[src/rtl/uart_rx_frame_ctrl.sv]
// UART receiver: start/data/parity/stop framing with per-frame latched config.
// Define UART_RX_MAJORITY_EN for 2-of-3 voting around each bit midpoint.
module uart_rx_frame_ctrl #(
  parameter int DATA_WIDTH     = 8,
  parameter int PRESCALE_WIDTH = 6
) (
  input  logic                      clk,
  input  logic                      reset,
  input  logic                      rx_in,
  input  logic [PRESCALE_WIDTH-1:0] prescale,
  input  logic                      par_en,
  input  logic                      par_odd,
  input  logic                      two_stop,
  output logic [DATA_WIDTH-1:0]     rx_data,
  output logic                      rx_valid,
  input  logic                      rx_ready,
  output logic                      parity_error,
  output logic                      framing_error,
  output logic                      overrun_error,
  output logic                      busy
);

  localparam int PW = PRESCALE_WIDTH;
  localparam int IW = (DATA_WIDTH > 1) ? $clog2(DATA_WIDTH) : 1;

  typedef enum logic [2:0] {
    S_IDLE, S_START, S_DATA, S_PARITY, S_STOP1, S_STOP2, S_WAIT
  } state_t;

  state_t state_q, state_d;

  logic                  rx_meta, rx_sync;
  logic [PW-1:0]         cnt_q, p_q, half, last_pt;
  logic                  par_en_q, par_odd_q, two_stop_q;
  logic [IW-1:0]         bit_idx_q;
  logic [DATA_WIDTH-1:0] data_q;
  logic                  par_bit_q, stop_bad_q;
  logic                  bit_val, sample, bit_end;
  logic                  finish, stop_fail, par_fail;
  logic                  fe_d, pe_d, good_d;

  always_ff @(posedge clk or posedge reset) begin
    if (reset) begin
      rx_meta <= 1'b1;
      rx_sync <= 1'b1;
    end else begin
      rx_meta <= rx_in;
      rx_sync <= rx_meta;
    end
  end

  assign half = p_q >> 1;

`ifdef UART_RX_MAJORITY_EN
  logic smp_a_q, smp_b_q;

  always_ff @(posedge clk or posedge reset) begin
    if (reset) begin
      smp_a_q <= 1'b1;
      smp_b_q <= 1'b1;
    end else begin
      if (cnt_q == half - PW'(1)) smp_a_q <= rx_sync;
      if (cnt_q == half)          smp_b_q <= rx_sync;
    end
  end

  assign last_pt = half + PW'(1);
  assign bit_val = (smp_a_q & smp_b_q) | (smp_a_q & rx_sync) |
                   (smp_b_q & rx_sync);
`else
  assign last_pt = half;
  assign bit_val = rx_sync;
`endif

  assign sample  = (cnt_q == last_pt);
  assign bit_end = (cnt_q == p_q - PW'(1));

  always_ff @(posedge clk or posedge reset) begin
    if (reset) state_q <= S_IDLE;
    else       state_q <= state_d;
  end

  always_comb begin
    state_d = state_q;
    unique case (state_q)
      S_IDLE:   if (!rx_sync) state_d = S_START;
      S_START: begin
        if (sample && bit_val) state_d = S_IDLE;
        else if (bit_end)      state_d = S_DATA;
      end
      S_DATA: begin
        if (bit_end && bit_idx_q == IW'(DATA_WIDTH - 1))
          state_d = par_en_q ? S_PARITY : S_STOP1;
      end
      S_PARITY: if (bit_end) state_d = S_STOP1;
      S_STOP1: begin
        if (finish)                     state_d = stop_fail ? S_WAIT : S_IDLE;
        else if (bit_end && two_stop_q) state_d = S_STOP2;
      end
      S_STOP2:  if (finish) state_d = stop_fail ? S_WAIT : S_IDLE;
      S_WAIT:   if (rx_sync) state_d = S_IDLE;
      default:  state_d = S_IDLE;
    endcase
  end

  // Frame verdict is formed on the final stop sample and registered.
  always_comb begin
    busy      = (state_q != S_IDLE);
    finish    = sample &&
                ((state_q == S_STOP1 && !two_stop_q) || state_q == S_STOP2);
    stop_fail = !bit_val || (state_q == S_STOP2 && stop_bad_q);
    par_fail  = par_en_q && ((^data_q ^ par_bit_q) != par_odd_q);
    fe_d      = finish && stop_fail;
    pe_d      = finish && !stop_fail && par_fail;
    good_d    = finish && !stop_fail && !par_fail;
  end

  always_ff @(posedge clk or posedge reset) begin
    if (reset) begin
      cnt_q         <= '0;
      p_q           <= PW'(8);
      par_en_q      <= 1'b0;
      par_odd_q     <= 1'b0;
      two_stop_q    <= 1'b0;
      bit_idx_q     <= '0;
      data_q        <= '0;
      par_bit_q     <= 1'b0;
      stop_bad_q    <= 1'b0;
      rx_data       <= '0;
      rx_valid      <= 1'b0;
      parity_error  <= 1'b0;
      framing_error <= 1'b0;
      overrun_error <= 1'b0;
    end else begin
      parity_error  <= pe_d;
      framing_error <= fe_d;
      overrun_error <= good_d && rx_valid && !rx_ready;

      if (state_q == S_IDLE) begin
        cnt_q <= '0;
        if (!rx_sync) begin
          p_q        <= (prescale < PW'(8)) ? PW'(8) : prescale;
          par_en_q   <= par_en;
          par_odd_q  <= par_odd;
          two_stop_q <= two_stop;
          bit_idx_q  <= '0;
          stop_bad_q <= 1'b0;
        end
      end else if (bit_end || state_d == S_IDLE || state_d == S_WAIT) begin
        cnt_q <= '0;
      end else begin
        cnt_q <= cnt_q + PW'(1);
      end

      if (state_q == S_DATA) begin
        if (sample)  data_q[bit_idx_q] <= bit_val;
        if (bit_end) bit_idx_q <= bit_idx_q + IW'(1);
      end
      if (state_q == S_PARITY && sample) par_bit_q <= bit_val;
      if (state_q == S_STOP1 && sample)  stop_bad_q <= !bit_val;

      if (good_d && (!rx_valid || rx_ready)) begin
        rx_data  <= data_q;
        rx_valid <= 1'b1;
      end else if (rx_valid && rx_ready) begin
        rx_valid <= 1'b0;
      end
    end
  end

endmodule

[config.mk]
export PLATFORM = sky130hd
export DESIGN_NAME = uart_rx_frame_ctrl
export DESIGN_NICKNAME = d
export VERILOG_FILES = /design/src/rtl/uart_rx_frame_ctrl.sv
export SDC_FILE = /design/constraint.sdc
export NUM_CORES = 1
export LEC_CHECK = 0
export ABC_AREA = 0
export CAP_MARGIN = 10
export CELL_PAD_IN_SITES_DETAIL_PLACEMENT = 1
export CELL_PAD_IN_SITES_GLOBAL_PLACEMENT = 2
export CORE_ASPECT_RATIO = 0.75
export CORE_MARGIN = 2
export CORE_UTILIZATION = 32
export DETAILED_ROUTE_END_ITERATION = 8
export GPL_TIMING_DRIVEN = 0
export PLACE_DENSITY = 0.79
export REMOVE_ABC_BUFFERS = 1
export SKIP_CTS_REPAIR_TIMING = 1
export SLEW_MARGIN = 0
export SYNTH_ARGS = -nofsm -noshare
export SYNTH_HDL_FRONTEND = slang
export SYNTH_SLANG_ARGS = --single-unit
[constraint.sdc]
create_clock -name clk -period 2.5 [get_ports clk]
set_clock_uncertainty 0.2 [all_clocks]
set_input_delay 0.5 -clock clk [delete_from_list [all_inputs] [get_ports clk]]
set_output_delay 0.5 -clock clk [all_outputs]
set_load 0.01 [all_outputs]
== Word-level counts from Yosys, hierarchy flattened ==
Cells that the tools add are included.
Word-level totals
  bits of input ports: 13
  register bits: 45
  output and inout bits: 13
Cells by class
  equality and inequality tests: 12
  reductions and logical operators: 38
  multiplexer cells: 27
  magnitude comparators: 3
  bitwise operators: 2
  add/sub/neg operators: 3
Operator list (number)
  3-bit 2-to-1 mux: 15
  3-bit one-hot mux with 7 select lines: 1
  1-bit logical AND: 18
  6-bit 2-to-1 mux: 3
  3-bit equality test (second input constant): 5
  8-bit bitwise mux: 1
  8-bit XOR reduction: 1
  6-bit by 1-bit adder with 6-bit output (second input constant): 1
  3-bit by 2-bit equality test with 1-bit output (second input constant): 2
  6-bit by 5-bit equality test with 1-bit output: 1
  6-bit equality test: 1
  1-bit logical NOT: 6
  3-bit logical NOT: 2
  6-bit by 4-bit < comparator with 1-bit output (second input constant): 1
  1-bit 2-to-1 mux: 6
  2-bit AND reduction: 3
  6-bit by 1-bit subtractor with 6-bit output (second input constant): 1
  1-bit logical OR: 5
  3-bit by 4-bit < comparator with 1-bit output (second input constant): 1
  2-bit nonzero test: 2
  3-bit by 1-bit adder with 3-bit output (second input constant): 1
  1-bit demux with 3-bit select: 1
  3-bit by 1-bit equality test with 1-bit output (second input constant): 1
  3-bit by 1-bit >= comparator with 1-bit output (second input constant): 1
  other kinds (5): 5

== Longest topological paths before layout ==
Gate-level depths: netlist (run 1).
  word-level depth: 11
  depth in mapped cells: 10
  gate-level depth less buffers: 9

== Worst setup path before layout (run 1) ==
No wires, ideal clock.
  kind: flip-flop to flip-flop
  start point: register cnt_q[3]
  end point: register cnt_q[0]
  cell stages (with the launch flop): 9
  setup slack: -0.118 ns
  path buffers: 1
  arrival time: 2.259 ns
  data required time: 2.141 ns
  path through: dfrtp_1 > buf_6 > xor2_2 > nor4_4 > nand2_2 > or4b_1 > a32o_1 > xor2_1 > a211oi_1
Between the ends
  word-level cells in the longest chain between the ends: 10
RTL lines
  from (decl): RTL line 33  | logic [PW-1:0] cnt_q, p_q, half, last_pt;
  from (signal assigned): RTL line 152  | cnt_q <= cnt_q + PW'(1);
  6-bit equality test: RTL line 76  | assign bit_end = (cnt_q == p_q - PW'(1));
  1-bit logical AND: RTL line 98  | else if (bit_end && two_stop_q) state_d = S_STOP2;
  3-bit 2-to-1 mux: RTL line 98
  3-bit 2-to-1 mux: RTL line 97  | if (finish) state_d = stop_fail ? S_WAIT : S_IDLE;
  3-bit one-hot mux with 7 select lines *: RTL line 85  | unique case (state_q)
  via state_d[2]: RTL line 30  | state_t state_q, state_d;
  3-bit logical NOT: RTL line 149  | end else if (bit_end || state_d == S_IDLE || state_d == S_WAIT) begin
  1-bit logical OR: RTL line 149
  1-bit logical OR *: RTL line 149
  6-bit 2-to-1 mux *: RTL line 149
  6-bit 2-to-1 mux *: RTL line 139  | if (state_q == S_IDLE) begin
Mark *: on every way through the listed nets, which the timed path passes. The rest lies on a longest branch.
A chain may end at the register's enable or synchronous reset.

== Worst setup path in the final report (run 1) ==
  start point: register bit_idx_q[1]
  end point: register cnt_q[4]
Between the ends
  word-level cells in the longest chain between the ends: 9
RTL lines
  from (decl): RTL line 35  | logic [IW-1:0] bit_idx_q;
  from (signal assigned): RTL line 157  | if (bit_end) bit_idx_q <= bit_idx_q + IW'(1);
  3-bit equality test *: RTL line 92  | if (bit_end && bit_idx_q == IW'(DATA_WIDTH - 1))
  1-bit logical AND *: RTL line 92
  3-bit 2-to-1 mux *: RTL line 92
  3-bit one-hot mux with 7 select lines *: RTL line 85
  3-bit logical NOT: RTL line 149
  1-bit logical OR: RTL line 149
  1-bit logical OR *: RTL line 149
  6-bit 2-to-1 mux *: RTL line 149
  6-bit 2-to-1 mux *: RTL line 139
Mark *: on every way between the ends. The rest lies on a longest branch, timed or not.

==> flow_summary_export.csv, run 1 <==
group,metric,value,unit
detailed_routing,drc,0,
min_path,hp-class,"flop to flop",
power_and_ir_drop,p_leak,1.29,nW
logic_synthesis,synth_edf_count,0,
detailed_routing,drtIter0Drc,39,
cells_and_area,drive_gt1_frac,0.203,
logic_synthesis,synthCells,248,
grt,grtUsageTotal,0.148,
cells_and_area,regArea,0.00114,mm2
die,start_util,0.328,
clock_tree,cts_buffers,5,
timing,max_freq,368,MHz
detailed_routing,viasPerCell,4.89,
place,hpwl,4200,um
cells_and_area,n_fill_cell,836,
critical_path,worstPathArrival,2.69,ns
detailed_routing,vias,1845,
grt,grt_overflow,0,
cells_and_area,nNetsFinal,292,
die,rows,27,
clock_tree,clock-sinks,45,
clock_tree,worst_skew_pair.late_latency,0.30,ns
logic_synthesis,ys_ff_latch,45,
logic_synthesis,ys_dominant_reg_cell,"dfrtp_1",
place,pre_cts_slack,-0.575,ns
place,io_buffer_count,25,
outcome,violations,"negative setup slack",
timing,slew_headroom,0.426,
die,die_h,78.9,um
die,dieWidth,104,um
die,coreArea,0.00730,mm2
die,dieArea,0.00819,mm2
logic_synthesis,synth.cell_area,0.00239,mm2
timing,worstMarginPinSlew,0.857,ns
logic_synthesis,yosysWarnings,0,
power_and_ir_drop,vdd_drop_max,431,uV
grt,grt_antenna_before_repair,0,
power_and_ir_drop,pwr_density_cell,979,mW/mm2
clock_tree,cts_tree,"yes",
critical_path,critical_path_class,"flop to flop",
logic_synthesis,synthTopCellsByArea,"dfrtp_1 (44%), nand2_1 (6.0%), xnor2_1 (5.5%)",
clock_tree,clockBufferDepth,2,
cells_and_area,multiInputGateArea,0.00130,mm2
detailed_routing,postRouteAntennaNets,0,
critical_path,critPathCaptureType,"flop",
timing,period_minus_slack,2.72,ns
logic_synthesis,synth_area_leader_cell,"dfrtp_1",
critical_path,crit_fanout,10,
timing,period_share,1.09,
cells_and_area,antenna_cells,0,
outcome,status,"complete, but fails checks",
power_and_ir_drop,finalPower,2.98,mW
logic_synthesis,ys_seq_area_frac,0.473,
logic_synthesis,synth_common_cells,"dfrtp_1 (42), nand2_1 (38), nand3_1 (17)",
critical_path,start_kind,"flop",
critical_path,cp.required,2.47,ns
logic_synthesis,async_reset_ff_frac,1.00,
timing,fin_ws,-0.216,ns
detailed_routing,wl_per_cell,16.3,um
logic_synthesis,synth_cell_types,42,
critical_path,cp_slowest_cell,"dfrtp_1",
critical_path,crit_path_frequent_cell,"ha_1",
timing,rsz0062_at_grt,"yes",
logic_synthesis,syn_avg_cell_area,9.64,um2
clock_tree,clkSlewWorstSetupHoldPaths,0.09,ns
grt,grt_pass1_wl,9540,um
cells_and_area,syn_to_final_growth,27.2,%
clock_tree,cts_root_buf,"clkbuf_8",
grt,grt_pass1_vias,1827,
clock_tree,cts_max_level,2,
timing,final-setup-viol-count,14,
place,routabilityCongestion,0.824,
logic_synthesis,yosys.area.top_type_share,0.440,
run,cap_violations,0,
timing,drv_slew,0,
detailed_routing,routed_wl,6140,um
critical_path,worst_path_largest_cell_delay,0.56,ns
critical_path,crit_chain,"ha_1 > ha_1 > nor2b_1 > nand3_1 > nor2_1 > a31oi_1 > a2111oi_4 > xor2_4 > a211oi_2",
timing,hold_viol_final,0,
die,ios,26,
detailed_routing,first_pass_iters,4,
grt,grt_start_max_net_pins,29,
logic_synthesis,synth.most_common_cell,"dfrtp_1",
-- routing by layer --
layer	vias up	routed length, um	global-route usage
met5	-	0	0
met4	0	87	0.0405
met3	7	139	0.0296
met2	22	2700	0.218
met1	922	3220	0.220
li1	894	-	-
-- cell type report --
class,count,share of cell area
multi-input cells,179,0.428
well taps,101,0.0416
inverters,9,0.0111
repair buffers,35,0.111
clock buffers,7,0.0317
flip-flops and latches,45,0.374
clock inverters,1,0.00165
-- report_power, final --
group          switching [mW]  internal (mW)  total [mW]
sequential              0.268          0.892        1.16
combinational           0.724          0.586        1.31
clock                   0.255          0.250       0.506
total                    1.25           1.73        2.98
-- logic make-up (layout without fill, tap and decap cells) --
kind of cell               count (synthesis)  count (layout)  synth area share
and+or+nand+nor                           96              96             0.196
buffers and inverters                     24              52            0.0419
AOI/OAI and AO/OA                         39              39             0.106
muxes                                     13              13            0.0602
DFF                                       45              45             0.473
xor gates and xnor gates                  27              27             0.102
adders and majority gates                  4               4            0.0209
-- cells in the final DEF (no fill, tap or decap), types with 4 or more instances in the layout --
master,n
xnor2_1,15
dfrtp_2,7
clkbuf_8,7
a211oi_2,6
clkdlybuf4s50_1,25
buf_4,9
nand3_1,17
o21ai_1,4
xor2_1,8
nor2_1,13
nand2_1,37
mux2_1,11
nor3_1,6
dfrtp_1,35
inv_1,7
o21ai_0,10
ha_1,4
-- worst max-delay path: cells and delay by family, from the launching register on --
family / cells / cell delay (ns)
XOR/XNOR: 1 / 0.31
flip-flops: 1 / 0.56
AND/OR/NAND/NOR: 3 / 0.38
adder cells (fa/ha/maj): 2 / 0.38
AO/OA/AOI/OAI: 3 / 0.75
-- sequential cells by signal, indices dropped and copies added, names as in the netlist, 3 cells and up --
register	count
state_q	3
cnt_q	6
bit_idx_q	3
p_q	6
data_q	8
rx_data	8
-- worst paths after layout --
| path | startpoint | end | slack (ns) | cells after the start |
|---|---|---|---|---|
| max in group asynchronous | reset | rx_meta | 1.22 | 3 |
| min in group asynchronous | reset | two_stop_q | 0.31 | 2 |
| setup / recovery | bit_idx_q[1] | cnt_q[4] | -0.22 | 9 |
| setup reg to reg | bit_idx_q[1] | cnt_q[4] | -0.22 | 9 |
| hold reg to reg | rx_meta | bit_val | 0.16 | 0 |
| hold / removal | rx_meta | bit_val | 0.16 | 0 |
-- stage by stage --
stage | utilization | area (um2) | TNS, ns | hold slack [ns] | cells
after detailed placement | 0.373 | 2720 | -7.63 | 0.149 | 360
after CTS | 0.387 | 2820 | -8.01 | 0.162 | 368
after floorplan | - | 2320 | -1.27 | 0.145 | 233
after global routing | 0.417 | 3040 | -4.52 | 0.168 | 377
final | 0.417 | 3040 | -2.38 | 0.159 | 377
after global placement | 0.370 | 2700 | -17.24 | 0.146 | 359
Note: power is estimated with default switching activity, not from simulation.
==> run 2: changes to the inputs <==
PLACE_DENSITY = not set   (was 0.79)
PLACE_DENSITY_LB_ADDON = 0.1   (was not set)
==> flow_summary_export.csv, run 2 (synthesis gave the netlist of run 1 again) <==
group,metric,value,unit
outcome,status,"complete, but fails checks",
outcome,violations,"negative setup slack",
timing,period_share,1.07,
timing,rsz0062_at_grt,"yes",
critical_path,worst_path_largest_cell_delay,0.49,ns
detailed_routing,viasPerCell,4.84,
min_path,hp-class,"flop to flop",
detailed_routing,postRouteAntennaNets,0,
critical_path,cp_top_family,"simple AND/OR/NAND/NOR gates",
clock_tree,cts_buffers,5,
detailed_routing,drtIter0Drc,35,
cells_and_area,drive_gt1_frac,0.210,
cells_and_area,n_fill_cell,830,
clock_tree,cts_max_level,2,
timing,period_minus_slack,2.69,ns
clock_tree,cts_root_buf,"clkbuf_8",
critical_path,crit_chain,"xor2_2 > nor4_4 > nand2_4 > or4b_4 > a32o_2 > xor2_1 > buf_4 > a211oi_2",
grt,grt_overflow,0,
die,coreArea,0.00730,mm2
cells_and_area,post-route-cell-area,0.00305,mm2
clock_tree,cts_tree,"yes",
timing,hold_viol_final,0,
timing,fin_ws,-0.187,ns
timing,max_freq,372,MHz
place,post_dp_cell_area,0.00272,mm2
clock_tree,clkSlewWorstSetupHoldPaths,0.08,ns
place,io_buffer_count,25,
grt,grt_pass1_vias,1802,
cells_and_area,antenna_cells,0,
power_and_ir_drop,pwr_density_cell,973,mW/mm2
timing,setup_tns,-1.89,ns
critical_path,r2r-start,"p_q[4]",
power_and_ir_drop,vdd_drop_max,349,uV
timing,slew_headroom,0.416,
place,hpwl,4220,um
timing,whs,0.159,ns
die,ios,26,
cells_and_area,final_common_cell,"nand2_1",
detailed_routing,drc,0,
detailed_routing,routed_wl,5960,um
min_path,hp-start,"rx_meta",
die,start_util,0.328,
timing,worstMarginPinSlew,0.873,ns
timing,final-setup-viol-count,14,
grt,grt_antenna_before_repair,0,
critical_path,start_kind,"flop",
die,dieArea,0.00819,mm2
place,routabilityCongestion,0.735,
critical_path,critPathCaptureType,"flop",
cells_and_area,mostFrequentLayoutCells,"nand2_1 (37), dfrtp_1 (34), clkdlybuf4s50_1 (25)",
cells_and_area,syn_to_final_growth,27.4,%
detailed_routing,first_pass_iters,4,
critical_path,worstPathArrival,2.70,ns
power_and_ir_drop,p_leak,1.30,nW
detailed_routing,wl_per_cell,15.8,um
critical_path,cp_slowest_cell,"or4b_4",
clock_tree,worst_skew_pair.late_latency,0.30,ns
clock_tree,clockBufferDepth,2,
critical_path,crit_fanout,6,
grt,grtUsageTotal,0.149,
critical_path,crit_start,"p_q[4]",
timing,drv_slew,0,
detailed_routing,vias,1825,
cells_and_area,reg_top3,"data_q (8), rx_data (8)",
grt,grt_pass1_wl,9610,um
grt,grt_start_max_net_pins,34,
die,dieWidth,104,um
critical_path,critical_path_class,"flop to flop",
clock_tree,clock-sinks,45,
die,die_h,78.9,um
die,rows,27,
run,cap_violations,0,
critical_path,worstPathBufferInverterCount,1,
critical_path,cp.required,2.51,ns
cells_and_area,nNetsFinal,292,
-- run 2: layout make-up --
cell class	instances	area, um2	area share
multi-input combinational	179	1300	0.427
clock buffer	6	72.6	0.0238
clock inverter	2	35.0	0.0115
tap	101	126	0.0415
inverter	9	33.8	0.0111
timing repair buffer	35	338	0.111
sequential	45	1140	0.374
-- run 2: power by group --
group	switching (mW)	total (mW)	internal (mW)
logic	0.681	1.25	0.569
clock network	0.252	0.548	0.297
registers	0.272	1.16	0.892
total	1.20	2.96	1.76
-- run 2: per-layer routing --
layer | share of wire | global-route usage | vias to the layer above
met2 | 0.40 | 0.201 | 23
met5 | 0 | 0 | -
met3 | 0.033 | 0.0369 | 5
met4 | 0.0065 | 0.0324 | 0
met1 | 0.56 | 0.234 | 893
li1 | - | - | 904
-- run 2: final timing paths --
path	endpoint	slack, ns	cells after the start
worst max-delay path	cnt_q[3]	-0.19	8
worst min-delay path	bit_val	0.16	0
worst max register to register	cnt_q[3]	-0.19	8
worst min register to register	bit_val	0.16	0
max in group asynchronous	rx_meta	1.27	3
min in group asynchronous	p_q[5]	0.28	2
-- run 2: metrics by stage --
stage | setup slack [ns] | std cells | total power, mW | utilization
final | -0.187 | 377 | 2.96 | 0.417
after global routing | -0.264 | 377 | 3.18 | 0.417
after CTS | -0.645 | 368 | 2.73 | 0.388
after detailed placement | -0.594 | 360 | 2.16 | 0.373
after global placement | -0.538 | 359 | 2.14 | 0.370
after floorplan | -0.107 | 233 | 1.86 | -
